==> src/rtl/pc_stack_pkg.sv <==
`default_nettype none
// ============================================================================
// Module  : pc_stack_pkg
// Purpose : Shared definitions for the program-counter / return-address stack.
//           Holds the default address width and stack depth, the command
//           encoding and the priority decoder that maps the raw strobes onto
//           exactly one command per cycle.
// Revision: 1.0 - initial release
// ============================================================================
package pc_stack_pkg;

  // Default address width (bits) and return-stack depth (entries).
  localparam int DEFAULT_AW    = 16;
  localparam int DEFAULT_DEPTH = 8;

  // One command executes per cycle. The enum order is the reverse of the
  // priority order, so a larger code means a higher priority.
  typedef enum logic [2:0] {
    CMD_HOLD = 3'd0,
    CMD_INC  = 3'd1,
    CMD_REL  = 3'd2,
    CMD_LOAD = 3'd3,
    CMD_CALL = 3'd4,
    CMD_RET  = 3'd5
  } cmd_t;

  // Priority decode: Ret > Call > ARload > ARrel > ARinc > hold.
  function automatic cmd_t decode_cmd(
    input logic ret,
    input logic call,
    input logic load,
    input logic rel,
    input logic inc
  );
    cmd_t cmd;
    if (ret)       cmd = CMD_RET;
    else if (call) cmd = CMD_CALL;
    else if (load) cmd = CMD_LOAD;
    else if (rel)  cmd = CMD_REL;
    else if (inc)  cmd = CMD_INC;
    else           cmd = CMD_HOLD;
    return cmd;
  endfunction

endpackage : pc_stack_pkg
`default_nettype wire

==> src/rtl/ras_lifo.sv <==
`default_nettype none
// ============================================================================
// Module  : ras_lifo
// Purpose : Return-address LIFO. Stores up to DEPTH addresses, indexed by
//           the level counter, and decodes Full/Empty from that counter.
//
// Ports
//   clk        in   rising-edge clock
//   rst        in   asynchronous active-low reset (clears the level only)
//   push       in   write push_data at index level, level + 1
//   pop        in   level - 1 (top_data is the entry being popped)
//   push_data  in   AW  address to push
//   top_data   out  AW  entry at index level-1 (don't-care when empty)
//   level      out  LW  number of valid entries
//   full       out  level == DEPTH
//   empty      out  level == 0
// Revision: 1.0 - initial release
// ============================================================================
module ras_lifo
  import pc_stack_pkg::*;
#(
  parameter int AW    = DEFAULT_AW,
  parameter int DEPTH = DEFAULT_DEPTH,
  parameter int LW    = $clog2(DEPTH + 1)
) (
  input  logic          clk,
  input  logic          rst,
  input  logic          push,
  input  logic          pop,
  input  logic [AW-1:0] push_data,
  output logic [AW-1:0] top_data,
  output logic [LW-1:0] level,
  output logic          full,
  output logic          empty
);

  // Index width of the storage array; DEPTH is a power of two >= 2.
  localparam int IW = $clog2(DEPTH);

  logic [AW-1:0] r_mem [DEPTH];
  logic [LW-1:0] r_level;
  logic [LW-1:0] w_level_m1;
  logic          w_do_push;
  logic          w_do_pop;

  assign full  = (r_level == LW'(DEPTH));
  assign empty = (r_level == '0);
  assign level = r_level;

  // The caller already gates push/pop with full/empty; guard again so the
  // counter can never leave 0..DEPTH even if a caller misbehaves. Pop wins
  // if both are requested, matching the command priority of the caller.
  assign w_do_pop  = pop  && !empty;
  assign w_do_push = push && !full && !pop;

  // Top-of-stack lives at level-1. When empty this aliases entry DEPTH-1,
  // which is never consumed because pop is blocked on empty.
  assign w_level_m1 = r_level - LW'(1);
  assign top_data   = r_mem[w_level_m1[IW-1:0]];

  always_ff @(posedge clk or negedge rst) begin
    if (!rst) begin
      r_level <= '0;
    end else if (w_do_push) begin
      r_level <= r_level + LW'(1);
    end else if (w_do_pop) begin
      r_level <= r_level - LW'(1);
    end
  end

  // Storage is not reset. A write landing while reset is asserted goes to an
  // index at or above the (zero) level, so it is never observable and no
  // partial push survives the reset.
  always_ff @(posedge clk) begin
    if (w_do_push) begin
      r_mem[r_level[IW-1:0]] <= push_data;
    end
  end

endmodule : ras_lifo
`default_nettype wire

==> src/rtl/pc_stack.sv <==
`default_nettype none
// ============================================================================
// Module  : pc_stack
// Purpose : Program-address register with increment, relative branch,
//           absolute load and a call/return stack. One command per cycle,
//           selected by fixed priority; errors are sticky until cleared.
//
// Ports
//   clk     in   rising-edge clock
//   rst     in   asynchronous active-low reset
//   Din     in   AW  absolute target address
//   Off     in   AW  two's-complement relative offset
//   ARload  in   load Din into Dout
//   ARinc   in   Dout + 1
//   ARrel   in   Dout + Off
//   Call    in   push Dout+1, load Din
//   Ret     in   pop top entry into Dout
//   ErrClr  in   clear Ovf/Unf (a simultaneous new error still sets)
//   Dout    out  AW  current address (registered)
//   Level   out  LW  valid stack entries
//   Full    out  Level == DEPTH
//   Empty   out  Level == 0
//   Ovf     out  sticky: Call attempted while Full
//   Unf     out  sticky: Ret attempted while Empty
// Revision: 1.0 - initial release
// ============================================================================
module pc_stack
  import pc_stack_pkg::*;
#(
  parameter int AW    = DEFAULT_AW,
  parameter int DEPTH = DEFAULT_DEPTH,
  parameter int LW    = $clog2(DEPTH + 1)
) (
  input  logic          clk,
  input  logic          rst,
  input  logic [AW-1:0] Din,
  input  logic [AW-1:0] Off,
  input  logic          ARload,
  input  logic          ARinc,
  input  logic          ARrel,
  input  logic          Call,
  input  logic          Ret,
  input  logic          ErrClr,
  output logic [AW-1:0] Dout,
  output logic [LW-1:0] Level,
  output logic          Full,
  output logic          Empty,
  output logic          Ovf,
  output logic          Unf
);

  cmd_t          w_cmd;
  logic          w_push;
  logic          w_pop;
  logic          w_ovf_set;
  logic          w_unf_set;
  logic [AW-1:0] w_ret_addr;
  logic [AW-1:0] w_top;
  logic [AW-1:0] r_dout;
  logic          r_ovf;
  logic          r_unf;

  assign w_cmd = decode_cmd(Ret, Call, ARload, ARrel, ARinc);

  // A blocked Call/Ret still consumes the cycle: it only raises its error
  // flag, and lower-priority commands are masked by the priority decode.
  assign w_push    = (w_cmd == CMD_CALL) && !Full;
  assign w_pop     = (w_cmd == CMD_RET)  && !Empty;
  assign w_ovf_set = (w_cmd == CMD_CALL) &&  Full;
  assign w_unf_set = (w_cmd == CMD_RET)  &&  Empty;

  // Return address is the instruction after the call, wrapping mod 2^AW.
  assign w_ret_addr = r_dout + AW'(1);

  ras_lifo #(
    .AW    (AW),
    .DEPTH (DEPTH),
    .LW    (LW)
  ) u_ras (
    .clk       (clk),
    .rst       (rst),
    .push      (w_push),
    .pop       (w_pop),
    .push_data (w_ret_addr),
    .top_data  (w_top),
    .level     (Level),
    .full      (Full),
    .empty     (Empty)
  );

  // Address register.
  always_ff @(posedge clk or negedge rst) begin
    if (!rst) begin
      r_dout <= '0;
    end else begin
      case (w_cmd)
        CMD_RET:  if (w_pop)  r_dout <= w_top;
        CMD_CALL: if (w_push) r_dout <= Din;
        CMD_LOAD: r_dout <= Din;
        CMD_REL:  r_dout <= r_dout + Off;
        CMD_INC:  r_dout <= r_dout + AW'(1);
        default:  r_dout <= r_dout;
      endcase
    end
  end

  // Sticky error flags; a new error in the same cycle beats ErrClr.
  always_ff @(posedge clk or negedge rst) begin
    if (!rst) begin
      r_ovf <= 1'b0;
      r_unf <= 1'b0;
    end else begin
      if (w_ovf_set)   r_ovf <= 1'b1;
      else if (ErrClr) r_ovf <= 1'b0;

      if (w_unf_set)   r_unf <= 1'b1;
      else if (ErrClr) r_unf <= 1'b0;
    end
  end

  assign Dout = r_dout;
  assign Ovf  = r_ovf;
  assign Unf  = r_unf;

endmodule : pc_stack
`default_nettype wire

==> config.mk <==
export PLATFORM = sky130hd
export DESIGN_NAME = pc_stack
export DESIGN_NICKNAME = d
export VERILOG_FILES = /design/src/rtl/pc_stack_pkg.sv /design/src/rtl/ras_lifo.sv /design/src/rtl/pc_stack.sv
export SDC_FILE = /design/constraint.sdc
export NUM_CORES = 1
export LEC_CHECK = 0
export BUFFER_PORTS_ARGS = -buffer_cell sky130_fd_sc_hd__buf_4
export CAP_MARGIN = 20
export CORE_MARGIN = 2
export CORE_UTILIZATION = 60
export CTS_CLUSTER_SIZE = 24
export DETAILED_ROUTE_END_ITERATION = 10
export GPL_TIMING_DRIVEN = 0
export PLACE_DENSITY_LB_ADDON = 0.3
export SLEW_MARGIN = 20
export SYNTH_ARGS = -nofsm -noshare
export SYNTH_HDL_FRONTEND = slang
export SYNTH_SLANG_ARGS = --single-unit
==> constraint.sdc <==
create_clock -name clk -period 5 [get_ports clk]
set_input_delay 1 -clock clk [delete_from_list [all_inputs] [get_ports clk]]
set_output_delay 1 -clock clk [all_outputs]
set_load 0.02 [all_outputs]
Word level (Yosys, flattened, before mapping):

Memory sizes are Yosys's and may differ from the RTL's.
Index checks and enable logic that the tools add are counted.

* input port bits: 40
* memories kept: 1
* logic and storage cells: 48
* register bits after elaboration: 22
* RAM bits: 128
* output and inout bits: 24

Memory list
* u_ras.r_mem: words 8, width 16, rd ports 1, clocked after Yosys merged registers in 0, write ports 1, line ras_lifo.sv:40 `logic [AW-1:0] r_mem [DEPTH];`

* equality and inequality tests: 8
* reduce and logical (&&, ||, !) cells: 16
* add/subtract/negate cells: 4
* mux-type cells: 15

Operator list (number)
* 16-bit case mux with 5 select lines: 1
* 16-bit two-way mux: 2
* 16-bit by 1-bit adder with 16-bit output, second input constant: 1
* 16-bit adder: 1
* 4-bit two-way mux: 2
* 1-bit logical AND: 7
* 3-bit by 2-bit equality test with 1-bit output, second input constant: 2
* 3-bit equality test, second input constant: 2
* 1-bit two-way mux: 6
* 3-bit two-way mux: 2
* 2-bit nonzero test: 3
* 5-bit nonzero test: 1
* 4-bit by 1-bit adder with 4-bit output, second input constant: 1
* 4-bit equality test, second input constant: 1
* 4-bit zero test: 1
* 2-bit two-way mux: 2
* 2-bit by 1-bit != test with 1-bit output, second input constant: 2
* 4-bit by 1-bit subtractor with 4-bit output, second input constant: 1
* 3-bit by 1-bit equality test with 1-bit output, second input constant: 1
* 1-bit zero test: 3
* 3-bit AND reduction: 1

Logic depth before layout (Yosys ltp):

Gate-level depths: netlist (run 1).

* depth after elaboration: 11
* depth in mapped cells: 12
* gate-level depth less buffers: 9

Modules after synthesis:

From an unflattened synthesis (run 1), not the netlist that was laid out.

* cells, all modules: 512
* area total of the unflattened synthesis: 7439.6 µm²

Modules (own cells, without submodules)
* ras_lifo: area an instance 5293.8 µm², seq. area each 3943.8 µm², cells each 243, instances 1
* pc_stack: area an instance 2145.8 µm², seq. area each 450.4 µm², cells each 269, instances 1

Worst setup path after synthesis (run 1):

Ideal clock, no wire load.

* path type: flip-flop to flip-flop
* start: register u_ras.r_level[0] (netlist: u_ras.level[0])
* end: memory u_ras.r_mem[0][0] (netlist name), enable pin
* cell stages (with the launch flop): 11
* setup slack: 784 ps
* buffers on the path: 3
* period minus slack after synthesis: 4216 ps
* arrival: 3786 ps
* library setup time: 430 ps
* data required time: 4570 ps
* cells stage by stage: dfrtp_1 -> buf_2 -> buf_2 -> inv_1 -> ha_1 -> nor2b_1 -> nand2_1 -> inv_2 -> or3_1 -> buf_2 -> nor4_1

* cells in the longest elaborated chain, start to end: 7
* elaborated cells between the ends (all ways): 11
* those cells by class: 1 x eq/ne; 2 x mux; 8 x reduce/logical

Ends and longest elaborated chain
* from (decl): line ras_lifo.sv:41 `logic [LW-1:0] r_level;`
* from (signal assigned): line ras_lifo.sv:65 `r_level <= r_level + LW'(1);`
* from (signal assigned): line ras_lifo.sv:67 `r_level <= r_level - LW'(1);`
* 4-bit equality test (*): line ras_lifo.sv:46 `assign full = (r_level == LW'(DEPTH));`
* named net Full: line pc_stack.sv:46 `output logic Full,`
* 1-bit zero test (*): line ras_lifo.sv:54, pc_stack.sv:67
* 1-bit logical AND: line pc_stack.sv:67 `assign w_push = (w_cmd == CMD_CALL) && !Full;`
* 1-bit logical AND (*) (2 in a row): line ras_lifo.sv:54 `assign w_do_push = push && !full && !pop;`
* 1-bit two-way mux (*): line ras_lifo.sv:75 `if (w_do_push) begin`
* 1-bit two-way mux (not written as such) (*): line ras_lifo.sv:76 `r_mem[r_level[IW-1:0]] <= push_data;`
* to (decl): line ras_lifo.sv:40

The timed path passes the listed nets; every way through them passes the cells marked *.

Final worst setup path (run 1):

* start: register u_ras.r_level[0] (netlist: u_ras.level[0])
* end: memory u_ras.r_mem[1][2] (netlist name), enable pin

* cells in the longest elaborated chain, start to end: 7
* elaborated cells between the ends (all ways): 11
* those cells by class: 1 x eq/ne; 2 x mux; 8 x reduce/logical

Ends and longest elaborated chain (line)
* 4-bit equality test / 4-bit zero test (equally long branches): ras_lifo.sv:46, ras_lifo.sv:47
* 1-bit zero test, on equally long branches: ras_lifo.sv:54, pc_stack.sv:67, pc_stack.sv:68
* 1-bit logical AND, on equally long branches: pc_stack.sv:67, pc_stack.sv:68
* 1-bit logical AND / 1-bit zero test (equally long branches): ras_lifo.sv:54
* 1-bit logical AND: ras_lifo.sv:54
* 1-bit two-way mux: ras_lifo.sv:75
* 1-bit two-way mux (not written as such): ras_lifo.sv:76

Several ways; a longest one is shown, not always the timed one.

==> summary.txt, run 1 <==
Status
  • Status: complete, no violations

Clock network
  • Setup repair bufs after CTS: 0
  • Worst-path clk slew: 0.07 ns
  • Clk sinks: 150
  • Hold Buf Count CTS: 0
  • H-tree levels: 4
  • Worst skew pair latency: 0.42 ns
  • TritonCTS clock tree: built
  • Post-CTS resize count: 0
  • Num CTS Buffers: 17
  • Clock buffer depth: 2
  • Cell chosen for the clock root: clkbuf_16

Critical path
  • Arrival @ worst endpoint: 4.07 ns
  • Cell count of the worst reg-to-reg path: 13
  • Data required, critical path: 5.13 ns
  • WS Path Type: reg -> reg
  • CP endpoint kind: flop
  • CP max FO: 10
  • CP startpoint kind: flop

Die
  • Die Y: 114 µm
  • IO Pins: 64
  • Die area: 12900 µm²
  • Starting Density: 60.9%
  • Core area: 11900 µm²
  • Core Rows: 40
  • Die extent in x: 114 µm

Pwr
  • PwrDens: 660 nW/µm²
  • Internal Pwr Total: 3.51 mW
  • Clock power share: 22.8%
  • P_sw: 2.19 mW
  • Pleak: 3.19 nW
  • Flop pwr share: 34.4%
  • Net Sw Frac: 38.5%
  • Combinational power share: 42.8%
  • Maximum vdd drop: 313 µV

Global route
  • Vias in the first global route: 4928
  • First-pass GRT wire length: 28700 µm
  • Grt ovf: 0
  • Initial antenna violation count: 0
  • All-Layer GR Usage: 30.5%
  • Largest net degree at the start of global routing: 23

Timing
  • Clock skew: 0.00881 ns
  • Final Critical Period: 3.95 ns
  • Final hold violation count: 0
  • Rel. slew slack: 40.7%
  • Worst Max-Slew Pin Slew: 0.883 ns
  • Highest clock rate: 253 MHz
  • Setup WS post-layout: 1.05 ns
  • TNS Setup: 0 ns
  • Final Max Slew Viols: 0
  • RSZ-0062 raised after global routing: false
  • Hold_ws: 0.468 ns
  • Final period util: 78.9%
  • # setup viols final: 0

Finish
  • Commonest non-fill, non-tap cell in the layout: edfxtp_1
  • Non-Filler Instances: 769
  • Nets: 668
  • Fillers: 734
  • Ratio of cells with drive above 1 in the final layout: 26.7%
  • Syn-to-layout area delta: 19.5%
  • Fin util: 72.8%
  • Seq. cell area: 4390 µm²
  • Most frequent cells in the layout: edfxtp_1, buf_4, nand2_1, mux4_2, nor2_1
  • Multi-input logic area: 2720 µm²
  • Ant. Diodes: 0

Logic synthesis
  • Post-synthesis mux area share: 10.3%
  • FFs w/ async S/R, synth: 14.7%
  • Main combinational cell family by area after synthesis: compound AO/OA/AOI/OAI gates
  • Syn avg cell area: 14.1 µm²
  • Post-synthesis register bit count: 150
  • Cell Area, Synth: 7220 µm²
  • Post-synthesis compound-gate area fraction: 10.5%
  • Post-synth EDFFs: 128
  • YS warnings: 0
  • Post-synthesis cell type count: 60
  • Synth Area in Simple Gates: 9.65%
  • Seq/Total Area, Yosys: 60.8%
  • Prevailing post-synth register cell: edfxtp_1
  • Xor and xnor fraction of the mapped netlist area: 3.40%
  • Cells after synthesis: 514
  • Net Count, Synth: 573
  • Adder-Cell Fraction of Synth Area: 3.40%

Min path
  • Type of the worst min-delay path: in -> async

Routing
  • Total Wirelength: 18700 µm
  • Vias: 5068
  • DR DRC count: 0
  • Vias/cell: 6.59
  • Drt pass-1 iters: 5
  • Iteration-0 DRC Markers: 704
  • ANT nets after route: 0
  • Wire length per cell: 24.3 µm

Place
  • Port Buffer Count: 62
  • Inst Count DP: 737
  • Pre-CTS WS: 1.20 ns
  • RD Place Congestion: 0.965
  • Final HPWL DP: 12900 µm

Flow run
  • Number of max-cap violations: 0
-- critical path, cell delays in order, from the launching register on --
cell and delay [ns]:
dfrtp_1 0.47, buf_2 0.38, buf_2 0.36, inv_1 0.14, ha_1 0.30, nor2b_1 0.19, nand2_1 0.11, inv_2 0.04
or3_1 0.29, buf_2 0.20, or2_4 0.29, nor3_2 0.39, buf_4 0.29, buf_6 0.17
-- cell usage after synthesis, types with 2 or more instances --
cell type	n	area share, %
nor2_1	33	1.7
dfrtp_1	22	7.6
or3_1	2	0.17
a211oi_1	5	0.52
nor3_1	10	0.69
buf_4	2	0.21
xnor2_1	13	1.6
o221ai_1	3	0.36
nand3_1	7	0.49
a221oi_1	9	1.1
a31oi_1	8	0.69
a22o_1	3	0.36
a22oi_1	5	0.52
ha_1	18	3.1
nand3b_1	4	0.42
and3_1	5	0.43
o22ai_1	5	0.43
o21ai_2	2	0.24
a222oi_1	2	0.28
inv_1	7	0.36
nand2_1	47	2.4
edfxtp_1	128	53
xor2_1	15	1.8
nor4_1	4	0.35
a21oi_1	26	1.8
clkbuf_1	14	0.73
buf_2	9	0.62
o21ai_0	14	0.97
nand2b_1	3	0.26
a221o_1	5	0.69
and2_1	5	0.43
a21o_1	10	1.0
nor2b_1	6	0.52
mux4_2	32	10
nand3_2	2	0.28
nand4_1	5	0.43
-- per-stage QoR --
stage / instance area (µm²) / total power [mW]
detailed placement: 8030 / 4.33
global route: 8630 / 5.98
floorplan: 7220 / 3.55
finish: 8630 / 5.70
CTS: 8630 / 5.67
global placement: 7870 / 4.22
-- layout make-up --
cell class | count | share of cell area [%]
multi-input cells | 331 | 31.5
clock inverters | 14 | 2.02
repair buffers | 76 | 6.81
inverters | 8 | 0.348
plain buffers | 25 | 1.30
well taps | 147 | 2.13
flip-flops and latches | 150 | 50.9
clock buffers | 18 | 4.97
-- state kept, by name (all words and copies together) (netlist names) --
register / cells
Dout: 16
u_ras.level: 4
Ovf: 1
u_ras.r_mem: 128
Unf: 1
-- per-layer routing --
layer	global-route usage [%]	up-vias	wire length (µm)
met3	6.22	39	1400
met4	10.5	0	441
met2	49.4	270	9200
met5	0	-	0
li1	-	2232	-
met1	42.1	2527	7680
-- power groups by stage --
stage	Combinational [mW]	Clock [mW]	Sequential (mW)
4_1_cts	2.41	1.31	1.95
3_3_place_gp	2.26	0	1.96
2_1_floorplan	1.55	0	2.00
3_5_place_dp	2.36	0	1.98
6_report	2.44	1.30	1.96
5_1_grt	2.63	1.37	1.98
-- kinds of logic after synthesis --
kind of cell | count (synthesis)
compound gates | 109
fa+ha+maj | 19
simple gates | 141
xor+xnor | 28
buf+inv | 33
flops | 150
mux | 34
-- final timing paths --
path                                            start                     endpoint  slack [ns]
setup / recovery           u_ras.level[0]$_DFFE_PN0P_  u_ras.r_mem[1][2]$_DFFE_PP_        1.05
hold / removal                                    rst   u_ras.level[0]$_DFFE_PN0P_        0.47
setup reg to reg           u_ras.level[0]$_DFFE_PN0P_  u_ras.r_mem[1][2]$_DFFE_PP_        1.05
hold reg to reg                       Ovf$_DFFE_PN0P_              Ovf$_DFFE_PN0P_        0.54
max in group asynchronous                         rst          Dout[9]$_DFFE_PN0P_        4.29
min in group clk                      Ovf$_DFFE_PN0P_              Ovf$_DFFE_PN0P_        0.54
(Power assumes the default switching activity.)
==> inputs of run 2 (changes only) <==
==> constraint.sdc (replaced) <==
create_clock -name clk -period 3.8 [get_ports clk]
set_input_delay 0.76 -clock clk [delete_from_list [all_inputs] [get_ports clk]]
set_output_delay 0.76 -clock clk [all_outputs]
set_load 0.02 [all_outputs]
==> run 2 against run 1 <==
  * Setup slack worse by 0.76 ns
  * Clock skew is 0.0041 ns lower
  * Sequential share of layout area is 0.14 points lower
  * Non-clock buffer count is 2 lower
  * Final cell count is 0.26% lower
  * Critical path type unchanged
  * Critical endpoint is now u_ras.r_mem[3][12]$_DFFE_PP_
==> summary.txt, run 2 (synthesis results as in run 1) <==
Clock network
  • Num CTS Buffers: 17
  • H-tree levels: 4
  • Setup repair bufs after CTS: 0
  • Clock buffer depth: 2
  • TritonCTS clock tree: built
  • Hold Buf Count CTS: 0
  • Cell chosen for the clock root: clkbuf_16
  • Worst skew pair latency: 0.42 ns
  • Clk sinks: 150
  • Worst-path clk slew: 0.06 ns

Die
  • Core Rows: 40
  • Starting Density: 60.9%
  • Core area: 11900 µm²
  • IO Pins: 64
  • Die area: 12900 µm²
  • Die Y: 114 µm
  • Die extent in x: 114 µm

Timing
  • Rel. slew slack: 38.9%
  • Highest clock rate: 285 MHz
  • Final Max Slew Viols: 0
  • Final period util: 92.3%
  • Clock skew: 0.00470 ns
  • Hold_ws: 0.224 ns
  • Worst Max-Slew Pin Slew: 0.910 ns
  • TNS Setup: 0 ns
  • Final hold violation count: 0
  • # setup viols final: 0
  • Final Critical Period: 3.51 ns
  • Setup WS post-layout: 0.293 ns
  • RSZ-0062 raised after global routing: false

Critical path
  • CP startpoint kind: flop
  • CP max FO: 12
  • Arrival @ worst endpoint: 3.63 ns
  • Largest delay share family, worst path: simple AND/OR/NAND/NOR gates
  • Data required, critical path: 3.93 ns
  • Buf/Inv on CP: 6
  • Top cell by count, worst path: clkbuf_4
  • Crit-path max cell delay: 0.44 ns
  • WS Path Type: reg -> reg
  • Crit-path cells: clkbuf_4 > clkbuf_4 > inv_1 > ha_1 > nor2b_1 > nand2_1 > inv_2 > or3_1 > buf_2 > or2_4 > nor2_2 > buf_6
  • Critical path's slowest cell: dfrtp_1
  • CP endpoint kind: flop
  • Worst R2R Setup Slack: 0.29 ns

Global route
  • Largest net degree at the start of global routing: 23
  • All-Layer GR Usage: 30.1%
  • Grt ovf: 0
  • Initial antenna violation count: 0
  • Vias in the first global route: 5051
  • First-pass GRT wire length: 28200 µm

Min path
  • Type of the worst min-delay path: in -> async

Finish
  • Seq. cell area: 4390 µm²
  • Max FFs per register: 128
  • Fillers: 730
  • Nets: 666
  • Ratio of cells with drive above 1 in the final layout: 26.8%
  • Fin util: 73.0%
  • Syn-to-layout area delta: 19.8%
  • Ant. Diodes: 0
  • Most frequent cells in the layout: edfxtp_1, buf_4, nand2_1, mux4_2, nor2_1
  • Commonest non-fill, non-tap cell in the layout: edfxtp_1
  • Multi-input logic area: 2740 µm²

Flow run
  • Number of max-cap violations: 0

Status
  • Status: complete, no violations

Routing
  • Iteration-0 DRC Markers: 586
  • ANT nets after route: 0
  • Drt pass-1 iters: 5
  • Vias: 5000
  • Vias/cell: 6.52
  • Wire length per cell: 23.9 µm
  • Total Wirelength: 18300 µm
  • DR DRC count: 0

Pwr
  • Overall Power: 7.46 mW
  • PwrDens: 862 nW/µm²
  • Pleak: 3.19 nW
  • Maximum vdd drop: 494 µV

Place
  • Final HPWL DP: 13200 µm
  • Pre-CTS WS: 0.0139 ns
  • Port Buffer Count: 62
  • RD Place Congestion: 0.955
[run 2: cell types whose count changed in the layout (fill, tap and decap cells not counted), moves of 2 or more]
cell,delta
buf_4,-2
clkbuf_4,+2
clkinv_4,-2
nor2_2,-2
nor2_4,+2
clkinv_2,+5
buf_8,+3
buf_2,-4
[run 2: metrics by stage]
step	cells	area [µm²]
after floorplan	514	7230
after global placement	723	7880
after detailed placement	735	8050
after CTS	767	8650
after global routing	767	8650
final	767	8650
[run 2: what timing repair did]
| action | CTS | global route |
|---|---|---|
| resized for setup | 3 | 2 |
| gates cloned | 0 | 0 |
| setup endpoints to repair | 10 | 44 |
[run 2: per-layer routing]
| layer | GRT usage (%) | share of wire (%) |
|---|---|---|
| met2 | 49.0 | 49 |
| met5 | 0 | 0 |
| met3 | 5.58 | 6.3 |
| met1 | 39.9 | 41 |
| met4 | 14.0 | 3.7 |
[run 2: power by group]
| part | internal (mW) | switching [mW] |
|---|---|---|
| clock | 1.03 | 0.638 |
| combinational | 1.30 | 1.91 |
| sequential | 2.28 | 0.299 |
| total | 4.61 | 2.85 |
[run 2: layout make-up]
type	count	share of cell area, %
sequential	150	50.8
inverter	8	0.347
timing repair buffer	74	6.90
clock inverter	14	1.82
clock buffer	18	4.96
tap	147	2.13
multi-input combinational	331	31.7
buffer	25	1.37
[run 2: path summary, 6_finish.rpt]
| check | start | to | depth (start not counted) |
|---|---|---|---|
| worst max-delay path | u_ras.level[0]$_DFFE_PN0P_ | u_ras.r_mem[3][12]$_DFFE_PP_ | 12 |
| worst min-delay path | rst | Ovf$_DFFE_PN0P_ | 1 |
| worst max register to register | u_ras.level[0]$_DFFE_PN0P_ | u_ras.r_mem[3][12]$_DFFE_PP_ | 12 |
| worst min register to register | Unf$_DFFE_PN0P_ | Unf$_DFFE_PN0P_ | 2 |
| max in group asynchronous | rst | Dout[13]$_DFFE_PN0P_ | 1 |
| min in group clk | ErrClr | Ovf$_DFFE_PN0P_ | 2 |
==> inputs of run 3 (changes only) <==
--- a/config.mk
+++ b/config.mk
@@ -7,8 +7,9 @@
 export LEC_CHECK = 0
 export BUFFER_PORTS_ARGS = -buffer_cell sky130_fd_sc_hd__buf_4
 export CAP_MARGIN = 20
-export CORE_MARGIN = 2
-export CORE_UTILIZATION = 60
+export CELL_PAD_IN_SITES_DETAIL_PLACEMENT = 0
+export CELL_PAD_IN_SITES_GLOBAL_PLACEMENT = 1
+export CORE_UTILIZATION = 53
 export CTS_CLUSTER_SIZE = 24
 export DETAILED_ROUTE_END_ITERATION = 10
 export GPL_TIMING_DRIVEN = 0
==> constraint.sdc (replaced) <==
create_clock -name clk -period 4.5 [get_ports clk]
set_input_delay 0.9 -clock clk [delete_from_list [all_inputs] [get_ports clk]]
set_output_delay 0.9 -clock clk [all_outputs]
set_load 0.02 [all_outputs]
==> run 3 against run 2 <==
  * Combinational power decreased by 16%
  * Final cell count increased by 3.8%
  * Die area increased by 9.0%
  * Largest cell class unchanged
  * Critical path depth decreased by 2
  * Critical path type unchanged
  * Via count decreased by 0.50%
==> summary.txt, run 3 (synthesis results as in run 1) <==
Global route
  • Grt ovf: 0
  • Largest net degree at the start of global routing: 23
  • All-Layer GR Usage: 28.6%
  • Vias in the first global route: 5147
  • Initial antenna violation count: 0
  • First-pass GRT wire length: 29100 µm

Timing
  • RSZ-0062 raised after global routing: false
  • Highest clock rate: 261 MHz
  • # setup viols final: 0
  • Final Critical Period: 3.83 ns
  • TNS Setup: 0 ns
  • Final hold violation count: 0
  • Rel. slew slack: 36.1%
  • Worst Max-Slew Pin Slew: 0.952 ns
  • Setup WS post-layout: 0.673 ns
  • Clock skew: 0.00639 ns
  • Final period util: 85.0%
  • Final Max Slew Viols: 0
  • Hold_ws: 0.368 ns

Die
  • Starting Density: 54.5%
  • Core area: 13200 µm²
  • Die extent in x: 119 µm
  • IO Pins: 64
  • Die Y: 119 µm
  • Die area: 14100 µm²
  • Core Rows: 42

Status
  • Status: complete, no violations

Critical path
  • CP startpoint kind: flop
  • Crit-path max cell delay: 0.66 ns
  • Critical path depth: 10
  • Largest delay share family, worst path: buffers and inverters
  • Buf/Inv on CP: 5
  • Critical path's slowest cell: clkbuf_1
  • Cell count of the worst reg-to-reg path: 10
  • CP endpoint kind: flop
  • WS Path Type: reg -> reg
  • Crit-path cells: buf_2 > buf_2 > inv_1 > ha_1 > clkbuf_1 > clkbuf_1 > mux4_2 > a22oi_1 > o311a_1 > o221ai_2
  • Arrival @ worst endpoint: 4.11 ns
  • CP max FO: 10
  • Worst R2R Setup Slack: 0.67 ns
  • Data required, critical path: 4.79 ns

Place
  • Area of placed instances: 8070 µm²
  • Port Buffer Count: 62
  • Final HPWL DP: 13300 µm
  • Pre-CTS WS: 0.728 ns
  • RD Place Congestion: 0.899
  • Inst Count DP: 766

Routing
  • ANT nets after route: 0
  • Iteration-0 DRC Markers: 514
  • Wire length per cell: 23.4 µm
  • Vias: 4975
  • Total Wirelength: 18600 µm
  • Vias/cell: 6.25
  • Drt pass-1 iters: 5
  • DR DRC count: 0

Min path
  • Type of the worst min-delay path: in -> async

Pwr
  • Maximum vdd drop: 400 µV
  • PwrDens: 735 nW/µm²
  • Pleak: 3.20 nW
  • Overall Power: 6.39 mW

Clock network
  • Setup repair bufs after CTS: 0
  • Post-CTS resize count: 0
  • Num CTS Buffers: 17
  • Worst-path clk slew: 0.06 ns
  • Clock buffer depth: 2
  • TritonCTS clock tree: built
  • Clk sinks: 150
  • Hold Buf Count CTS: 0
  • Cell chosen for the clock root: clkbuf_16
  • Worst skew pair latency: 0.43 ns
  • H-tree levels: 4

Finish
  • Ant. Diodes: 0
  • Fin util: 65.7%
  • Nets: 668
  • Max FFs per register: 128
  • Syn-to-layout area delta: 20.5%
  • Most frequent cells in the layout: edfxtp_1, buf_4, nand2_1, mux4_2, nor2_1
  • Final Cell Area: 8700 µm²
  • Non-Filler Instances: 796
  • Fillers: 943
  • Ratio of cells with drive above 1 in the final layout: 26.8%
  • Commonest non-fill, non-tap cell in the layout: edfxtp_1

Flow run
  • Number of max-cap violations: 0
[run 3: cell types whose count changed in the layout (fill, tap and decap cells not counted), sizes merged]
| cell | delta |
|---|---|
| clkinv | -5 |
| buf | +4 |
| bufinv | +2 |
| clkbuf | -2 |
| clkinvlp | +1 |
[run 3: worst reg2reg max path, cell delays in order (launching register included)]
cell	delay, ns
dfrtp_1	0.43
buf_2	0.35
buf_2	0.36
inv_1	0.14
ha_1	0.30
clkbuf_1	0.37
clkbuf_1	0.66
mux4_2	0.41
a22oi_1	0.31
o311a_1	0.26
o221ai_2	0.10
[run 3: final timing paths]
kind                                       startpoint                   end
max                        u_ras.level[0]$_DFFE_PN0P_  Dout[14]$_DFFE_PN0P_
min                                               rst  Dout[15]$_DFFE_PN0P_
min reg2reg                           Unf$_DFFE_PN0P_       Unf$_DFFE_PN0P_
max in group asynchronous                         rst  Dout[10]$_DFFE_PN0P_
max reg2reg                u_ras.level[0]$_DFFE_PN0P_  Dout[14]$_DFFE_PN0P_
min in group clk                      Unf$_DFFE_PN0P_       Unf$_DFFE_PN0P_
[run 3: metal layers]
layer / up-vias / GRT usage [%] / part of all wire, %
met2: 202 / 46.2 / 49
met5: - / 0 / 0
met1: 2509 / 36.4 / 41
met4: 0 / 15.3 / 4.1
li1: 2219 / - / -
met3: 45 / 5.74 / 5.5
[run 3: report_power, final]
group | switching, mW | total, mW | internal (mW)
Clock | 0.557 | 1.54 | 0.979
Combinational | 1.59 | 2.69 | 1.09
Sequential | 0.242 | 2.17 | 1.93
[run 3: cell type report]
| cell class | instances | area (µm²) | area share [%] |
|---|---|---|---|
| sequential | 150 | 4390 | 50.5 |
| multi-input combinational | 331 | 2720 | 31.3 |
| timing repair buffer | 76 | 593 | 6.82 |
| clock buffer | 18 | 429 | 4.93 |
| tap | 176 | 220 | 2.53 |
| clock inverter | 12 | 201 | 2.32 |
| buffer | 25 | 113 | 1.29 |
| inverter | 8 | 30.0 | 0.345 |
